`src/rtl/exhaustive_bist_ctrl.sv`:
```
// Exhaustive-sweep BIST controller: walks all 2^IN_W patterns, folds responses into a MISR.
// Optional BIST_EXPECT_EN adds per-vector compare against exp_in (err_cnt, first_fail).
module exhaustive_bist_ctrl #(
  parameter int               IN_W   = 3,
  parameter int               OUT_W  = 2,
  parameter int               SIG_W  = 16,
  parameter int               SETTLE = 1,
  parameter logic [SIG_W-1:0] POLY   = 16'h8005,
  parameter logic [SIG_W-1:0] SEED   = '0
) (
  input  logic             clk,
  input  logic             rst_n,
  input  logic             start,
  input  logic [SIG_W-1:0] golden_sig,
  output logic [IN_W-1:0]  pat_out,
  input  logic [OUT_W-1:0] resp_in,
`ifdef BIST_EXPECT_EN
  input  logic [OUT_W-1:0] exp_in,
  output logic [IN_W:0]    err_cnt,
  output logic [IN_W-1:0]  first_fail,
`endif
  output logic             busy,
  output logic             done,
  output logic             pass,
  output logic [SIG_W-1:0] signature,
  output logic [IN_W-1:0]  vec_idx
);

  if (OUT_W > SIG_W || SETTLE < 1 || SIG_W < 2 ||
      IN_W < 1 || IN_W > 16) begin : g_param_err
    $error("exhaustive_bist_ctrl: illegal parameters");
  end

  localparam int CW = (SETTLE > 1) ? $clog2(SETTLE) : 1;
  localparam logic [CW-1:0] RELOAD = CW'(SETTLE - 1);

  localparam logic [2:0] S_IDLE    = 3'd0;
  localparam logic [2:0] S_APPLY   = 3'd1;
  localparam logic [2:0] S_CAPTURE = 3'd2;
  localparam logic [2:0] S_CHECK   = 3'd3;
  localparam logic [2:0] S_DONE    = 3'd4;

  logic [2:0]       state_q, state_d;
  logic [IN_W-1:0]  pat_q, pat_d;
  logic [CW-1:0]    cnt_q, cnt_d;
  logic [SIG_W-1:0] sig_q, sig_d;
  logic             pass_q, pass_d;
  logic [SIG_W-1:0] resp_ext;
  logic [SIG_W-1:0] misr_nxt;
  logic             err_ok;

`ifdef BIST_EXPECT_EN
  logic [IN_W:0]   err_q, err_d;
  logic [IN_W-1:0] ff_q, ff_d;
  assign err_ok = (err_q == '0);
`else
  assign err_ok = 1'b1;
`endif

  always_comb begin
    resp_ext = '0;
    resp_ext[OUT_W-1:0] = resp_in;
  end

  assign misr_nxt = {sig_q[SIG_W-2:0], 1'b0}
                  ^ (sig_q[SIG_W-1] ? POLY : '0)
                  ^ resp_ext;

  always_comb begin
    state_d = state_q;
    pat_d   = pat_q;
    cnt_d   = cnt_q;
    sig_d   = sig_q;
    pass_d  = pass_q;
`ifdef BIST_EXPECT_EN
    err_d   = err_q;
    ff_d    = ff_q;
`endif
    case (state_q)
      S_IDLE, S_DONE: begin
        if (start) begin
          state_d = S_APPLY;
          pat_d   = '0;
          cnt_d   = RELOAD;
          sig_d   = SEED;
          pass_d  = 1'b0;
`ifdef BIST_EXPECT_EN
          err_d   = '0;
          ff_d    = '0;
`endif
        end
      end
      S_APPLY: begin
        if (cnt_q == '0) state_d = S_CAPTURE;
        else             cnt_d   = cnt_q - 1'b1;
      end
      S_CAPTURE: begin
        sig_d = misr_nxt;
`ifdef BIST_EXPECT_EN
        if (resp_in != exp_in) begin
          if (err_q != '1) err_d = err_q + 1'b1;
          if (err_q == '0) ff_d  = pat_q;
        end
`endif
        if (&pat_q) begin
          state_d = S_CHECK;
        end else begin
          state_d = S_APPLY;
          pat_d   = pat_q + 1'b1;
          cnt_d   = RELOAD;
        end
      end
      S_CHECK: begin
        pass_d  = (sig_q == golden_sig) && err_ok;
        state_d = S_DONE;
      end
      default: state_d = S_IDLE;
    endcase
  end

  always_ff @(posedge clk or negedge rst_n) begin
    if (!rst_n) begin
      state_q <= S_IDLE;
      pat_q   <= '0;
      cnt_q   <= '0;
      sig_q   <= SEED;
      pass_q  <= 1'b0;
`ifdef BIST_EXPECT_EN
      err_q   <= '0;
      ff_q    <= '0;
`endif
    end else begin
      state_q <= state_d;
      pat_q   <= pat_d;
      cnt_q   <= cnt_d;
      sig_q   <= sig_d;
      pass_q  <= pass_d;
`ifdef BIST_EXPECT_EN
      err_q   <= err_d;
      ff_q    <= ff_d;
`endif
    end
  end

  assign busy      = (state_q == S_APPLY) ||
                     (state_q == S_CAPTURE) ||
                     (state_q == S_CHECK);
  assign done      = (state_q == S_DONE);
  assign pass      = pass_q;
  assign signature = sig_q;
  assign pat_out   = pat_q;
  assign vec_idx   = pat_q;
`ifdef BIST_EXPECT_EN
  assign err_cnt    = err_q;
  assign first_fail = ff_q;
`endif

endmodule

```
`config.mk`:
```
export PLATFORM = sky130hd
export DESIGN_NAME = exhaustive_bist_ctrl
export DESIGN_NICKNAME = d
export VERILOG_FILES = /design/src/rtl/exhaustive_bist_ctrl.sv
export SDC_FILE = /design/constraint.sdc
export NUM_CORES = 1
export LEC_CHECK = 0
export CAP_MARGIN = 40
export CORE_ASPECT_RATIO = 0.7
export CORE_MARGIN = 1
export CORE_UTILIZATION = 46
export DETAILED_ROUTE_END_ITERATION = 7
export PLACE_DENSITY = 0.84
export SLEW_MARGIN = 20
export SYNTH_ARGS = -nofsm -noshare
export SYNTH_HDL_FRONTEND = slang
export SYNTH_SLANG_ARGS = --single-unit
```
`constraint.sdc`:
```
create_clock -name clk -period 2.31 [get_ports clk]
set_input_delay 0.3465 -clock clk [delete_from_list [all_inputs] [get_ports clk]]
set_output_delay 0.3465 -clock clk [all_outputs]
set_load 0.05 [all_outputs]
```
==> out/summary.txt <==
Worst setup skew after layout: 0.00212 ns
Ant. Diodes: 0
Largest net degree at the start of global routing: 24
Slew Limit Fails: 0
Count of boundary I/O pins: 46
Netlist Area Pre-Place: 0.00115 sq mm
Cell Chain, Critical Path: clkdlybuf4s50_1
Layout net count: 170
Post-CTS Setup Bufs: 0
Number of hold violations in the final report: 0
Overall die area: 0.00272 sq mm
Growth of design area from synthesis to finish: 42.5%
Total global routing track utilization: 21.9%
Achievable Freq: 492 MHz
Worst min-delay path category: input port to async pin
Router iterations before antenna repair: 4
Die Y: 43.9 microns
Avg Synthesized Cell Area: 11.3 sq um
Antenna violations before repair: 0
Least-Margin Pin Slew: 0.509 ns
Kind of end point of the critical path: output pin
Row count: 14
Post-synth top area share: 49.8%
Leading area contributor after synthesis: sky130_fd_sc_hd__dfrtp_1
Gpl congestion: 0.743
Clock tree buffer depth: 2
Biggest fanout along the worst timing path: 7
Reported max-cap violation count: 0
First-iteration detailed-routing DRC count: 61
Clock tree from TritonCTS: yes
Worst max-slew margin expressed relative to the limit: 66.0%
Clk sinks: 23
Number of setup violations in the final report: 0
Ys Warns: 0
Remaining design rule violation count: 0
CTS Root Cell: sky130_fd_sc_hd__clkbuf_4
Distinct cells, synth: 24
Worst slack, placed: 0.385 ns
Ranking of synthesized cells by area: sky130_fd_sc_hd__dfrtp_1 (50%), sky130_fd_sc_hd__xor2_1 (14%), sky130_fd_sc_hd__a22o_1 (13%)
Standard cell with the maximum stage delay on the critical path: sky130_fd_sc_hd__clkdlybuf4s50_1
Aggregate global routing overflow: 0
Worst setup path class: flip-flop to output pin
Total via count in the routed design: 936
Core Box Area: 0.00226 sq mm
Smallest setup slack after layout: 0.276 ns
Placed wire-length estimate: 2.03 mm
Top delay family on crit path: buffers and inverters
Layout cell share with drive strength beyond 1: 5.48%
Via count of the first global-routing pass: 913
Setup TNS after final layout: 0 ns
Total power: 0.00166 W
H-tree depth: 1
IO buf count: 45
Worst IR drop on VDD: 573 uV
Remaining number of nets flagged by the antenna check after routing: 0
CTS Buf Count: 3
Required time worst endpoint: 1.96 ns
Endpoint arrival time on the critical path: 1.69 ns
Total of hold buffers inserted after clock tree synthesis: 0
Avg Vias per Cell: 5.26
Gate count after technology mapping: 102
Clock-pin slew on the worst setup and hold paths: 0.12 ns
Avg WL per Cell: 15.1 microns
Clock insertion delay at the later pin of the skew report: 0.30 ns
Category of the worst setup path launch point: flip-flop
Chip width: 61.9 microns
Post-Syn Nets: 125
Status: finished clean
Tcrit/Tclk final: 88.0%
Final WL: 2.68 mm
Starting Density: 51.1%
Global-route wire length before repair: 4.25 mm
CP bufs+invs: 1
Filler cells: 167
Max incr delay on CP: 0.86 ns
Post-synthesis sequential element count: 23
Final critical delay including setup and external delays: 2.03 ns
Setup repair after global routing missed its margin: false
Power per cell area: 1010 mW/mm^2
Share of synthesized area occupied by flip-flops and latches: 49.8%
Static leakage: 0.813 nW
area by class of cell:
| class | instances | area (sq um) | share of cell area, % |
|---|---|---|---|
| clock buffer | 4 | 26.3 | 1.60 |
| inverter | 3 | 11.3 | 0.684 |
| multi-input combinational | 68 | 514 | 31.3 |
| sequential | 23 | 576 | 35.0 |
| tap | 32 | 40.0 | 2.43 |
| timing repair buffer | 48 | 478 | 29.0 |
power by group:
part	leakage, nW	switching, W	internal (W)
clock	0.0150	0.000113	0.0000674
combinational	0.483	0.000557	0.000334
sequential	0.315	0.000107	0.000478
total	0.813	0.000776	0.000879
Yosys cell counts (all sizes together):
master  count
and2b       1
nand2       3
nand4       1
clkbuf      2
a21o        2
mux2i       1
buf         6
a21oi       1
nor2        7
nor3        1
nor4        4
dfrtp      23
a22o       17
mux2        1
nand3b      1
ha          2
nand2b      2
o21ai       4
nand3       1
inv         3
xor2       19
cell usage in the layout, fill, tap and decap left out, types with 2 or more instances in the layout:
| cell | instances |
|---|---|
| sky130_fd_sc_hd__a22o_1 | 17 |
| sky130_fd_sc_hd__clkdlybuf4s50_1 | 43 |
| sky130_fd_sc_hd__inv_1 | 3 |
| sky130_fd_sc_hd__ha_1 | 2 |
| sky130_fd_sc_hd__nand2_1 | 3 |
| sky130_fd_sc_hd__clkbuf_4 | 3 |
| sky130_fd_sc_hd__buf_4 | 3 |
| sky130_fd_sc_hd__dlymetal6s2s_1 | 2 |
| sky130_fd_sc_hd__dfrtp_1 | 23 |
| sky130_fd_sc_hd__o21ai_0 | 4 |
| sky130_fd_sc_hd__nor4_1 | 4 |
| sky130_fd_sc_hd__a21o_1 | 2 |
| sky130_fd_sc_hd__xor2_1 | 19 |
| sky130_fd_sc_hd__nor2_1 | 7 |
worst paths after layout:
| path | startpoint | to | slack [ns] | depth (start not counted) |
|---|---|---|---|---|
| setup / recovery | signature[15] | signature[15] | 0.28 | 1 |
| hold / removal | rst_n | signature[15] | 0.39 | 2 |
| setup reg to reg | pat_out[0] | pat_out[1] | 0.78 | 4 |
| hold reg to reg | state_q[2] | state_q[1] | 0.53 | 1 |
| max in group asynchronous | rst_n | signature[8] | 1.70 | 2 |
| min in group clk | state_q[2] | state_q[1] | 0.53 | 1 |
cell families after synthesis:
group | Yosys count | share of synthesized area, %
simple gates | 21 | 9.43
compound gates | 24 | 16.4
flops | 23 | 49.8
xor+xnor | 19 | 14.4
fa+ha+maj | 2 | 2.17
mux | 2 | 2.17
buf+inv | 11 | 5.63
through the flow:
step	utilization [%]	hold WS, ns	instances	area [sq um]
2_1_floorplan	-	0.0509	102	1150
3_3_place_gp	71.4	0.485	174	1610
3_5_place_dp	71.4	0.518	174	1610
4_1_cts	72.6	0.387	178	1640
5_1_grt	72.8	0.417	178	1650
6_report	72.8	0.387	178	1650
registers in the layout, indices dropped and copies added, names as in the netlist:
name	cells
pat_out	3
signature	16
pass	1
state_q	3
timing repair:
action / CTS / global route
endpoints found under the hold margin: 0 / 0
resized for setup: 0 / 2
endpoints found under the setup margin: 0 / 2
routing by layer:
metal	vias up	track usage (%)	share of wire, %
met5	-	0	0
met4	0	4.00	0.45
met3	2	5.67	5.1
met2	34	33.5	46
met1	453	31.7	48
li1	447	-	-
Note: power is estimated with default switching activity, not from simulation.
